[src/rtl/seq_booth_multiplier.sv]
// Iterative radix-2 Booth signed multiplier, one step per clock, start/done handshake.
// Optional MULT_OVF_EN adds an ovf output (product not representable in N bits).
module seq_booth_multiplier #(
    parameter int N  = 8,
    parameter int CW = $clog2(N + 1)
) (
    input  logic           clk,
    input  logic           rst,
    input  logic           start,
    input  logic [N-1:0]   A,
    input  logic [N-1:0]   B,
    output logic           ready,
    output logic           busy,
    output logic           done,
    output logic [2*N-1:0] P
`ifdef MULT_OVF_EN
    ,
    output logic           ovf
`endif
);

    typedef enum logic [1:0] {
        IDLE,
        RUN,
        DONE
    } state_t;

    state_t state, state_n;

    logic [N:0]     acc;
    logic [N:0]     mcand;
    logic [N-1:0]   q;
    logic           q_m1;
    logic [CW-1:0]  cnt;

    logic [N:0]     sum;
    logic [N:0]     acc_n;
    logic [N-1:0]   q_n;
    logic [2*N-1:0] p_n;
    logic           last;
    logic           accept;

    assign last = (cnt == CW'(N - 1));

    // Accumulator is one bit wider than A so -2^(N-1) can be subtracted safely
    always_comb begin
        sum = acc;
        unique case ({q[0], q_m1})
            2'b01:   sum = acc + mcand;
            2'b10:   sum = acc - mcand;
            default: sum = acc;
        endcase
        acc_n = {sum[N], sum[N:1]};
        q_n   = {sum[0], q[N-1:1]};
        p_n   = {acc_n[N-1:0], q_n};
    end

    always_ff @(posedge clk) begin
        if (rst) begin
            state <= IDLE;
        end else begin
            state <= state_n;
        end
    end

    always_comb begin
        state_n = state;
        ready   = 1'b0;
        busy    = 1'b0;
        done    = 1'b0;
        accept  = 1'b0;
        unique case (state)
            IDLE: begin
                ready = 1'b1;
                if (start) begin
                    accept  = 1'b1;
                    state_n = RUN;
                end
            end
            RUN: begin
                busy = 1'b1;
                if (last) begin
                    state_n = DONE;
                end
            end
            DONE: begin
                done  = 1'b1;
                ready = 1'b1;
                if (start) begin
                    accept  = 1'b1;
                    state_n = RUN;
                end else begin
                    state_n = IDLE;
                end
            end
            default: state_n = IDLE;
        endcase
    end

    always_ff @(posedge clk) begin
        if (rst) begin
            acc   <= '0;
            mcand <= '0;
            q     <= '0;
            q_m1  <= 1'b0;
            cnt   <= '0;
            P     <= '0;
        end else if (accept) begin
            acc   <= '0;
            mcand <= {A[N-1], A};
            q     <= B;
            q_m1  <= 1'b0;
            cnt   <= '0;
        end else if (state == RUN) begin
            acc  <= acc_n;
            q    <= q_n;
            q_m1 <= q[0];
            cnt  <= cnt + CW'(1);
            if (last) begin
                P <= p_n;
            end
        end
    end

`ifdef MULT_OVF_EN
    logic [N:0] p_top;
    logic       ovf_n;

    // Representable in N bits only when the top N+1 bits are all sign copies
    assign p_top = p_n[2*N-1:N-1];
    assign ovf_n = !((&p_top) || !(|p_top));

    always_ff @(posedge clk) begin
        if (rst) begin
            ovf <= 1'b0;
        end else if (state == RUN && last) begin
            ovf <= ovf_n;
        end
    end
`endif

endmodule

[config.mk]
export PLATFORM = sky130hd
export DESIGN_NAME = seq_booth_multiplier
export DESIGN_NICKNAME = d
export VERILOG_FILES = /design/src/rtl/seq_booth_multiplier.sv
export SDC_FILE = /design/constraint.sdc
export NUM_CORES = 1
export LEC_CHECK = 0
export ABC_AREA = 1
export CORE_ASPECT_RATIO = 0.8
export CORE_MARGIN = 5
export CORE_UTILIZATION = 48
export CTS_CLUSTER_SIZE = 8
export DETAILED_ROUTE_END_ITERATION = 10
export GPL_ROUTABILITY_DRIVEN = 0
export PLACE_DENSITY = 0.75
export RECOVER_POWER = 100
export SETUP_SLACK_MARGIN = 0.3
export SYNTH_ARGS = -nofsm -noshare
export SYNTH_HDL_FRONTEND = slang
export SYNTH_SLANG_ARGS = --single-unit
[constraint.sdc]
create_clock -name clk -period 2.12 [get_ports clk]
set_input_delay 0.636 -clock clk [delete_from_list [all_inputs] [get_ports clk]]
set_output_delay 0.636 -clock clk [all_outputs]
set_load 0.1 [all_outputs]
# After elaboration in Yosys (flattened, before gate mapping)
# Cells that the tools add are included.
# totals
reg_bits,47
word_cells,36
# op_classes
n_addsub,3
eq_ne,7
muxes,12
bitwise_logic,1
n_reduce_logical,6
# ops
op,n
9-bit one-hot mux with 2 select lines,1
8-bit 2-to-1 mux,2
8-bit by 8-bit adder with 9-bit output,1
8-bit by 8-bit subtractor with 9-bit output,1
1-bit 2-to-1 mux,6
2-bit one-hot mux with 3 select lines,1
"4-bit by 1-bit adder with 4-bit output, second input constant",1
"2-bit by 1-bit equality test with 1-bit output, second input constant",2
"2-bit equality test, second input constant",2
"4-bit by 3-bit equality test with 1-bit output, second input constant",1
2-bit 2-to-1 mux,2
"2-bit inequality test, second input constant",2
2-bit OR reduction,2
3-bit AND reduction,1
2-bit zero test,1
2-bit AND reduction,1
2-bit nonzero test,1
1-bit NOT,1

# Longest topological paths before layout
# depth
ltp_word,5
ltp_mapped,20
ltp_nobuf,20

# Least setup slack after synthesis
# OpenSTA, ideal clock, no wires.
# synth_path
path_kind,register -> output
from,reg state[1]
to,out done
t_arrival_ns,1.719
required_time_ns,1.484
path_slack_ns,-0.235
path_stages_with_launch,3
path_buffers,0
cell_sequence,dfxtp_1 > inv_1 > nor2_1
# synth_via
elab_chain_len,2
# synth_lines
item,line,rtl
start: declaration,28,"state_t state, state_n;"
start signal: assignment,62,state <= state_n;
2-bit equality test,72,unique case (state)
1-bit 2-to-1 mux,72,
end: declaration,14,"output logic done,"
# Every way passes these cells.

# Final worst setup path
# layout_path
from,reg mcand[2]
to,"reg, netlist name acc[7]"
# layout_via
elab_chain_len,2
word_cells_on_any_way,3
cone_classes,add/sub (2); mux (1)
# layout_lines
item,line,rtl
start: declaration,31,logic [N:0] mcand;
start signal: assignment,110,"mcand <= {A[N-1], A};"
8-bit by 8-bit subtractor with 9-bit output or 8-bit by 8-bit adder with 9-bit output (tied branches),"50, 49",
9-bit one-hot mux with 2 select lines (*),48,"unique case ({q[0], q_m1})"
# Every way passes the cells marked *; elsewhere a longest branch is shown, timed or not.
# A chain may end at the register's enable or synchronous reset.

==> flow_summary.toml <==
[status]
outcome = "finished with violations"
violations = "setup timing"

[synth]
synth_top_family_by_area = "simple AND/OR/NAND/NOR gates"
syn_area_um2 = 2450
synthCells = 349
synth_top_area_share_pct = 38.5
yosys_warnings = 0
syn_nets = 380
synth_fa_ha_area_share_pct = 6.45
synth.area.top_cells = "dfxtp_1, nand2_1, inv_1, nand3_1, ha_1"
synth-xor-area-share_pct = 2.15
synth_area_per_cell_um2 = 7.01
ys_seq_area_share_pct = 38.5
synth_compound_area_share_pct = 12.1
ys_ff_latch = 47
synthDistinctLibCells = 36
yosys.area.top_type = "dfxtp_1"
synthMuxAreaShare_pct = 0.409
synth-simple-area-share_pct = 30.6

[sta]
fin_crit_ns = 2.35
tightest_slew_ns = 0.669
rsz0062_at_grt = "true"
setup-tns-final_ns = -1.02
drv_slew = 0
finalCritPeriodShare_pct = 111
max-slew-margin-rel_pct = 55.4
finalWorstSetupSlack_ns = -0.233
setup_viol_count_final = 10
max_freq_ghz = 0.425
finalClockSkew_ns = 0.0117
final_hold_viol_count = 0

[power]
switchingPower_mw = 0.795
swShare_pct = 34.1
leakage_nw = 1.54
comb_power_share_pct = 35.6
power_density_nw_per_um2 = 696
power_frac_seq_pct = 41.1
intPower_mw = 1.53
clkPwrFrac_pct = 23.3
ir_drop_v = 0.000517

[floorplanning]
die_h_um = 73.9
num_rows = 23
die-area_um2 = 6630
boundaryPins = 38
start_util_pct = 49.1
die_w_um = 89.8
coreArea_um2 = 4980

[finish]
syn2layout_area_growth_pct = 36.7
layout_common_cells = "nand2_1, dfxtp_1, inv_1"
final_common_cell = "nand2_1"
nNetsFinal = 443
drive_gt1_share_pct = 27.6
final_util_pct = 67.2
final_cell_area_um2 = 3340
n_antenna_cell = 0
fillers = 401

[setup_path]
cp_data_required_time_ns = 2.33
crit_buf_inv = 4
worstPathArrival_ns = 2.56
crit_top_cell = "nand2_2"
end_kind = "flop"
cp-start-kind = "flop"
crit_slowest_cell = "dfxtp_2"
crit_family = "simple AND/OR/NAND/NOR gates"
crit_chain = "nor3_4 -> nand2_2 -> o31ai_2 -> xnor2_1 -> inv_1 -> ha_4 -> nand2_2 -> inv_1 -> a21oi_1 -> nand2_2 -> inv_2 -> nand2_2 -> nand4_1 -> nand3_2 -> nand2_1 -> inv_1"
path_max_fanout = 3
crit_type = "flop to flop"
critPathMaxStageDelay_ns = 0.34
cp.depth = 16
ff2ff_path_depth = 16

[cts]
clk_latency_ns = 0.30
clk_pin_slew_ns = 0.09
htree_num_levels = 2
cts_buffers = 5
cts_tree = "yes"
clkSinkCount = 47
cts.hold.buffers_added = 0
clock_path_buffers = 2
cts-root-buf = "clkbuf_8"

[placement]
hpwl_um = 4760
port_buffers = 37
post-place-ws_ns = -0.219
placed_cell_area_um2 = 3300

[route]
first_pass_iters = 4
drc = 0
final_antenna_net_count = 0
totalWireLength_um = 6670
via_count = 2459
drtIter0Drc = 178
wl_per_cell_um = 14.0
vias_per_cell = 5.18

[hold_path]
hold_depth = 2
hold_path_class = "flop to flop"

[global_routing]
grt_pass1_vias = 2366
busiest_layer = "met2"
gr-usage-met2_pct = 33.4
grt_overflow = 0
grt_usage_pct = 19.9
antenna_found_initial = 0
grt_first_pass_wirelength_um = 10800
grt_max_degree = 23
use_met1_pct = 26.2
met3_usage_pct = 4.30

[run]
cap_violations = 0
through the flow:
stage / hold WS [ns] / instances / power (mW)
finish: 0.473 / 475 / 2.33
floorplan: 0.433 / 349 / 1.41
CTS: 0.472 / 472 / 2.24
global placement: 0.456 / 459 / 1.61
detailed placement: 0.458 / 459 / 1.63
global route: 0.499 / 475 / 2.47
final timing paths:
path / startpoint / endpoint / slack (ns)
max: mcand[2] / acc[7] / -0.23
min reg2reg: q[5] / P[4] / 0.47
min: q[5] / P[4] / 0.47
max reg2reg: mcand[2] / acc[7] / -0.23
cells by family after synthesis:
group | count (synthesis)
adders and majority gates | 12
muxes | 1
xor gates and xnor gates | 6
AOI/OAI and AO/OA | 54
DFF | 47
and+or+nand+nor | 169
buffers and inverters | 60
worst min-delay path, stage by stage, from the launching register on:
cell and delay (ns):
dfxtp_1 0.33, nand2_1 0.06, nand2_1 0.04
synth_stat cells:
library cell and instances:
buf_2 4, nand3_2 1, nand3_1 30, o22ai_1 1
o211ai_1 2, a21oi_1 18, dfxtp_1 47, o21ai_1 5
nor2_1 33, nand3b_1 2, nor3_1 2, o21a_1 1
or2_1 1, nor2_4 1, buf_1 1, clkbuf_1 5
o21ai_0 17, mux2i_1 1, nor2_8 2, a22oi_1 1
xnor2_1 2, a31oi_1 7, o31ai_1 1, buf_6 1
ha_1 11, inv_2 5, fa_1 1, xor2_1 4
nand4_1 3, buf_4 1, o21bai_1 1, nand2_1 90
inv_1 43, or2_2 1, nand2_2 1, nor2_2 2
flip-flops by register name (all words and copies together) (netlist names):
| signal | count |
|---|---|
| P | 16 |
| acc | 8 |
| cnt | 4 |
| mcand | 8 |
| q | 8 |
| q_m1 | 1 |
| state | 2 |
per-layer routing:
metal / routed length [µm] / part of all wire (%) / vias to the layer above
met2: 3180 / 48 / 55
met3: 270 / 4.0 / 8
met1: 3160 / 47 / 1155
li1: - / - / 1241
met5: 0 / 0 / -
met4: 64 / 0.96 / 0
cell type report:
type | count | area (µm²) | share of cell area (%)
multi-input combinational | 242 | 1500 | 44.7
sequential | 47 | 946 | 28.3
timing repair buffer | 68 | 558 | 16.7
inverter | 48 | 180 | 5.39
tap | 62 | 77.6 | 2.32
clock buffer | 5 | 68.8 | 2.06
clock inverter | 3 | 18.8 | 0.561
power groups by stage:
stage | clock, mW | combinational (mW) | sequential (mW)
finish | 0.543 | 0.828 | 0.957
global placement | 0 | 0.635 | 0.972
floorplan | 0 | 0.443 | 0.968
detailed placement | 0 | 0.654 | 0.973
CTS | 0.555 | 0.730 | 0.956
global route | 0.597 | 0.911 | 0.962
what timing repair did:
item / 4_1_cts / 5_1_grt
buffers inserted: 5 / 3
endpoints found under the setup margin: 14 / 15
gates resized for setup: 15 / 26
pin swaps: 19 / 24
No activity file was read; power rests on OpenSTA's default activity.
